File: src/rtl/uart_pkg.sv
// Shared definitions for the UART status-flag bank: default widths, the
// conventional flag bit positions, and the set/reset priority resolver
// used by every flag cell.
// Optional feature macro: UART_FLAG_OVR_CNT_EN (overrun event counter).
package uart_pkg;

  // Default bank geometry.
  localparam int UART_FLAG_WIDTH = 8;
  localparam int UART_OVR_CNT_W  = 8;

  // Conventional UART flag bit positions within the bank.
  localparam int FLG_RXRDY  = 0;  // receive data ready
  localparam int FLG_TXEMP  = 1;  // transmit holding register empty
  localparam int FLG_FERR   = 2;  // framing error
  localparam int FLG_PERR   = 3;  // parity error
  localparam int FLG_RXOVR  = 4;  // receive FIFO overflow
  localparam int FLG_BRK    = 5;  // break detected
  localparam int FLG_TXDONE = 6;  // transmit shift register drained
  localparam int FLG_RXTO   = 7;  // receive timeout

  // Action a flag takes on the coming clock edge.
  typedef enum logic [1:0] {
    SR_HOLD = 2'd0,
    SR_SET  = 2'd1,
    SR_CLR  = 2'd2
  } sr_action_e;

  // Resolves simultaneous set and clear requests; set_dom picks the winner.
  function automatic sr_action_e sr_resolve(input logic set_ev,
                                            input logic clr_ev,
                                            input bit   set_dom);
    sr_action_e act;
    if (set_ev && clr_ev) begin
      act = set_dom ? SR_SET : SR_CLR;
    end else if (set_ev) begin
      act = SR_SET;
    end else if (clr_ev) begin
      act = SR_CLR;
    end else begin
      act = SR_HOLD;
    end
    return act;
  endfunction

endpackage

File: src/rtl/uart_flag_cell.sv
// One status-flag bit: optional rising-edge set detection, priority
// set/reset flop and sticky overrun flag. Host write-1-to-clear acts as an
// additional clear source for the flag and is the only clear for overrun.
// Optional feature macro: UART_FLAG_OVR_CNT_EN exposes the per-cycle overrun
// event so the parent can count it.
module uart_flag_cell
  import uart_pkg::*;
#(
  parameter bit EDGE_MODE = 1'b0,  // 1: set on rising edge of set; 0: level
  parameter bit SET_DOM   = 1'b1   // 1: set beats clear in the same cycle
) (
  input  logic clk,
  input  logic reset,
  input  logic set,
  input  logic clr,
  input  logic w1c,
  output logic q,
  output logic ovr
`ifdef UART_FLAG_OVR_CNT_EN
  ,
  output logic ovr_ev
`endif
);

  logic       set_d;
  logic       set_ev;
  logic       clr_ev;
  logic       ovr_hit;
  logic       q_next;
  sr_action_e action;

  // In edge mode a level held high produces exactly one set event.
  assign set_ev  = EDGE_MODE ? (set & ~set_d) : set;
  assign clr_ev  = clr | w1c;

  // A set arriving on an already-set flag is lost information, unless the
  // same cycle also clears the flag (the new event then restarts it).
  assign ovr_hit = set_ev & q & ~clr_ev;

  assign action  = sr_resolve(set_ev, clr_ev, SET_DOM);

`ifdef UART_FLAG_OVR_CNT_EN
  assign ovr_ev = ovr_hit;
`endif

  // Next flag value from the resolved set/clear action.
  always_comb begin
    // NOTE: q_next gets a default before the case so no path leaves it unassigned, which would infer a latch.
    q_next = q;
    case (action)
      SR_SET:  q_next = 1'b1;
      SR_CLR:  q_next = 1'b0;
      default: q_next = q;
    endcase
  end

  // Flag, overrun and edge-history registers.
  always_ff @(posedge clk or posedge reset) begin
    // NOTE: reset is asynchronous, so it sits in the sensitivity list and is tested first.
    if (reset) begin
      q     <= 1'b0;
      ovr   <= 1'b0;
      set_d <= 1'b0;
    end else begin
      // NOTE: non-blocking assignments keep every flop sampling pre-edge values regardless of statement order.
      q     <= q_next;
      set_d <= set;
      // A new overrun outranks a host clear so the event is never dropped.
      if (ovr_hit) begin
        ovr <= 1'b1;
      end else if (w1c) begin
        ovr <= 1'b0;
      end
    end
  end

endmodule

File: src/rtl/uart_status_flags.sv
// Bank of WIDTH UART status flags between the UART datapath and the host
// register block: per-bit flag cells, interrupt mask register, registered
// interrupt output and, optionally, a saturating overrun event counter.
// Optional feature macro: UART_FLAG_OVR_CNT_EN adds ovr_cnt / ovr_cnt_clr.
module uart_status_flags
  import uart_pkg::*;
#(
  parameter int               WIDTH    = UART_FLAG_WIDTH,
  parameter bit               SET_DOM  = 1'b1,
  parameter logic [WIDTH-1:0] EDGE_SET = '0,
  parameter logic [WIDTH-1:0] MASK_RST = '0,
  parameter int               CNT_W    = UART_OVR_CNT_W
) (
  input  logic             clk,
  input  logic             reset,
  input  logic [WIDTH-1:0] set,
  input  logic [WIDTH-1:0] clr,
  input  logic             w1c_we,
  input  logic [WIDTH-1:0] w1c_data,
  input  logic             mask_we,
  input  logic [WIDTH-1:0] mask_wd,
  output logic [WIDTH-1:0] q,
  output logic [WIDTH-1:0] ovr,
  output logic [WIDTH-1:0] mask_q,
  output logic             irq
`ifdef UART_FLAG_OVR_CNT_EN
  ,
  output logic [CNT_W-1:0] ovr_cnt,
  input  logic             ovr_cnt_clr
`endif
);

  // Elaboration-time parameter sanity checks.
  if (WIDTH < 1 || WIDTH > 32) begin : g_bad_width
    $error("uart_status_flags: WIDTH must be in 1..32");
  end
  if (CNT_W < 1) begin : g_bad_cnt_w
    $error("uart_status_flags: CNT_W must be at least 1");
  end

  // Host write-1-to-clear, qualified by its strobe.
  logic [WIDTH-1:0] w1c_bits;
  assign w1c_bits = w1c_we ? w1c_data : '0;

`ifdef UART_FLAG_OVR_CNT_EN
  logic [WIDTH-1:0] ovr_ev;
`endif

  for (genvar i = 0; i < WIDTH; i++) begin : g_cell
    uart_flag_cell #(
      .EDGE_MODE (EDGE_SET[i]),
      .SET_DOM   (SET_DOM)
    ) u_cell (
      .clk    (clk),
      .reset  (reset),
      .set    (set[i]),
      .clr    (clr[i]),
      .w1c    (w1c_bits[i]),
      .q      (q[i]),
      .ovr    (ovr[i])
`ifdef UART_FLAG_OVR_CNT_EN
      ,
      .ovr_ev (ovr_ev[i])
`endif
    );
  end

  // Interrupt mask register, written whole by the host.
  always_ff @(posedge clk or posedge reset) begin
    if (reset) begin
      mask_q <= MASK_RST;
    end else if (mask_we) begin
      mask_q <= mask_wd;
    end
  end

  // Interrupt is a registered copy of the masked flag state, so it follows a
  // flag or mask change by one cycle and has no combinational path from set.
  always_ff @(posedge clk or posedge reset) begin
    if (reset) begin
      irq <= 1'b0;
    end else begin
      irq <= |(q & mask_q);
    end
  end

`ifdef UART_FLAG_OVR_CNT_EN
  // Counts cycles with at least one new overrun; saturates, clear wins.
  always_ff @(posedge clk or posedge reset) begin
    if (reset) begin
      ovr_cnt <= '0;
    end else if (ovr_cnt_clr) begin
      ovr_cnt <= '0;
    end else if ((|ovr_ev) && (ovr_cnt != {CNT_W{1'b1}})) begin
      ovr_cnt <= ovr_cnt + 1'b1;
    end
  end
`endif

endmodule

File: config.mk
export PLATFORM = sky130hd
export DESIGN_NAME = uart_status_flags
export DESIGN_NICKNAME = d
export VERILOG_FILES = /design/src/rtl/uart_pkg.sv /design/src/rtl/uart_flag_cell.sv /design/src/rtl/uart_status_flags.sv
export SDC_FILE = /design/constraint.sdc
export NUM_CORES = 1
export LEC_CHECK = 0
export ABC_AREA = 1
export CORE_ASPECT_RATIO = 2
export CORE_MARGIN = 1
export CORE_UTILIZATION = 39
export DETAILED_ROUTE_END_ITERATION = 10
export GPL_TIMING_DRIVEN = 0
export PLACE_DENSITY_LB_ADDON = 0.3
export REMOVE_ABC_BUFFERS = 1
export SYNTH_ARGS = -nofsm -noshare
export SYNTH_HDL_FRONTEND = slang
export SYNTH_SLANG_ARGS = --single-unit
File: constraint.sdc
create_clock -name clk -period 0.85 [get_ports clk]
set_input_delay 0.1275 -clock clk [delete_from_list [all_inputs] [get_ports clk]]
set_output_delay 0.1275 -clock clk [all_outputs]
set_load 0.01 [all_outputs]
==> flow_summary.yaml <==
worst_setup_path:
  worst-path-max-fanout: 2
  timing.setup.critical_path_class: "flip-flop to primary output"
  cp_slowest_cell: "dfrtp_1"
  worstPathRequired_ns: 0.72
  crit_path_cell_trace: "buf_2"
  path_delay_family: "flip-flops"
  critPathBufInv: 1
  crit_path_start_kind: "flip-flop"
  cp_slowest_stage_delay_ns: 0.40
  worst_ep_arrival_time_ns: 0.81
  crit_path_end_kind: "primary output"
final_layout:
  num-fill-cells: 273
  layout.cells.most_common: "nand2_1"
  num-nets-final: 243
  finalCoreUtilization: 0.609
  ratio_of_cells_with_drive_above_1_in_the_final_layout: 0.233
  insertedDiodeCount: 0
  finalNonFillerCells: 236
  area_delta_synth_final_pct: 47.9
  mostFrequentLayoutCells: "nand2_1 (36), clkdlybuf4s50_1 (33), inv_1 (27)"
detailed_routing:
  vias: 1113
  avgViaCountPerCell: 4.72
  post-route-drc-count: 0
  ant_nets: 0
  route.final.wire_length_um: 2980
  drtPass1Iterations: 4
  drt-wirelength-per-cell_um: 12.6
  drtIter0Drc: 15
grt:
  grt_pass1_wl_um: 4660
  grt_pass1_vias: 1138
  use_met3: 0.0222
  gr-usage-all-layers: 0.181
  gr-usage-met2: 0.372
  grt_start_max_net_pins: 26
  antenna_violations_before_repair: 0
  groute.layer.met1.usage: 0.159
  gr-total-overflow: 0
  grt_busiest_layer: "met2"
sta:
  hold_violations: 0
  peak_freq_ghz: 1.07
  fin_crit_sh: 1.10
  post-route-worst-setup-slack_ns: -0.0844
  final_period_minus_worst_setup_slack_ns: 0.934
  timing.final.max_slew_violations: 0
  setup_viol: 26
  tightest_slew_ns: 0.532
  grt_setup_unrepaired: "true"
  maxSlewHeadroom: 0.645
  finalClockSkew_ns: 0.00271
floorplan:
  starting_density_of_the_core: 0.412
  io_pins: 61
  fp.dieW_um: 41.4
  core.rowCount: 28
  coreArea_um2: 2940
  floorplan.die.height_um: 80.9
  die_area_um2: 3350
yosys:
  synth_cells: 142
  synth-seq-cells: 25
  synth_seq_area_share: 0.516
  synth_area_um2: 1210
  synth-warning-count: 0
  synth_area_per_cell_um2: 8.54
  yosys.cell_types.count: 10
clock_tree:
  clkTransAtPathRegs_ns: 0.08
  number_of_sinks_on_the_clock_net: 25
  cts_buffers: 3
  clock_tree_from_tritoncts: "yes"
  cts-root-buf: "clkbuf_8"
  insertion_delay_ns: 0.26
  max_h_tree_level: 1
  cts_max_path_buffers: 2
pwr:
  share_comb_of_total_power: 0.262
  intPower_mw: 2.04
  cellLeakagePower_nw: 0.947
  post-layout-total-power_mw: 2.77
  power_density_nw_per_um2: 1550
  peak_ir_drop_on_the_vdd_network_uv: 1060
  switching_power_mw: 0.729
  switching_power_share_of_the_total: 0.263
  pwr-share-seq: 0.492
  proportion_of_power_drawn_by_the_clock_network: 0.246
placed_design:
  place.detailed.instances: 214
  half_perimeter_wire_length_of_the_detailed_placement_result_um: 2200
  gpl.final_weighted_congestion: 0.680
  io_buffers: 60
run_status:
  violations_in_the_final_reports: "setup timing"
  run_status: "finished, violations left"
hold_path:
  hp-class: "input pin to async pin"
job:
  maxCapViolations: 0
metrics by stage:
step	setup TNS (ns)	setup WS (ns)	hold WS, ns	cell area (um^2)
2_1_floorplan	0	0.0634	0.155	1070
3_3_place_gp	-23.35	-0.427	0.507	1710
3_5_place_dp	-24.83	-0.450	0.517	1710
4_1_cts	-1.80	-0.104	0.262	1770
5_1_grt	-2.50	-0.123	0.300	1790
6_report	-1.65	-0.0844	0.252	1790
per-layer routing:
metal / part of all wire / vias up
li1: - / 541
met1: 0.32 / 535
met2: 0.62 / 31
met3: 0.033 / 6
met4: 0.023 / 0
met5: 0 / -
registers in the layout, indices dropped and copies added, names as in the netlist:
| name | flops |
|---|---|
| g_cell.u_cell.q | 8 |
| mask_q | 8 |
| g_cell.u_cell.ovr | 8 |
| irq | 1 |
power groups by stage:
| stage | registers (mW) | clock network [mW] | logic, mW |
|---|---|---|---|
| 4_1_cts | 1.36 | 0.704 | 0.711 |
| 3_3_place_gp | 1.40 | 0 | 0.672 |
| 5_1_grt | 1.38 | 0.748 | 0.805 |
| 2_1_floorplan | 1.45 | 0 | 0.177 |
| 6_report | 1.37 | 0.681 | 0.727 |
| 3_5_place_dp | 1.41 | 0 | 0.690 |
path summary, 6_finish.rpt:
kind | startpoint | endpoint | slack [ns] | cells past startpoint
setup / recovery | mask_q[0]$_DFFE_PP0P_ | mask_q[0] | -0.08 | 1
hold / removal | reset | g_cell[3].u_cell.ovr$_DFFE_PP0P_ | 0.25 | 2
setup reg to reg | g_cell[6].u_cell.q$_DFFE_PP0P_ | irq$_DFF_PP0_ | -0.06 | 5
hold reg to reg | g_cell[1].u_cell.ovr$_DFFE_PP0P_ | g_cell[1].u_cell.ovr$_DFFE_PP0P_ | 0.53 | 2
max in group asynchronous | reset | g_cell[4].u_cell.ovr$_DFFE_PP0P_ | 0.29 | 2
min in group clk | mask_wd[6] | mask_q[6]$_DFFE_PP0P_ | 0.42 | 3
cells by family after synthesis:
kind of cell	count (synthesis)	synth area share
and+or+nand+nor	50	0.166
buffers and inverters	46	0.204
DFF	25	0.516
AOI/OAI and AO/OA	21	0.114
cell usage after synthesis, drive strengths merged:
cell | number | area, um^2
o21bai | 5 | 37.5
nand2 | 37 | 139
dfrtp | 25 | 626
a21boi | 8 | 60.1
inv | 28 | 105
nor2 | 2 | 7.51
buf | 18 | 143
nand3 | 11 | 55.1
o21ai | 8 | 40.0
repair_timing:
item,4_1_cts,5_1_grt
gates resized for setup,106,3
pin swaps,0,3
hold endpoints to repair,0,0
cloned,0,0
buffers inserted,16,2
setup endpoints to repair,74,26
hold buffers,0,0
cell type report:
class,count,area (um^2),share of cell area
Timing Repair Buffer,78,634,0.354
Clock buffer,4,45.0,0.0251
Inverter,28,109,0.0607
Sequential cell,25,626,0.349
Multi-Input combinational cell,71,342,0.191
Tap cell,30,37.5,0.0209
(Power assumes the default switching activity.)
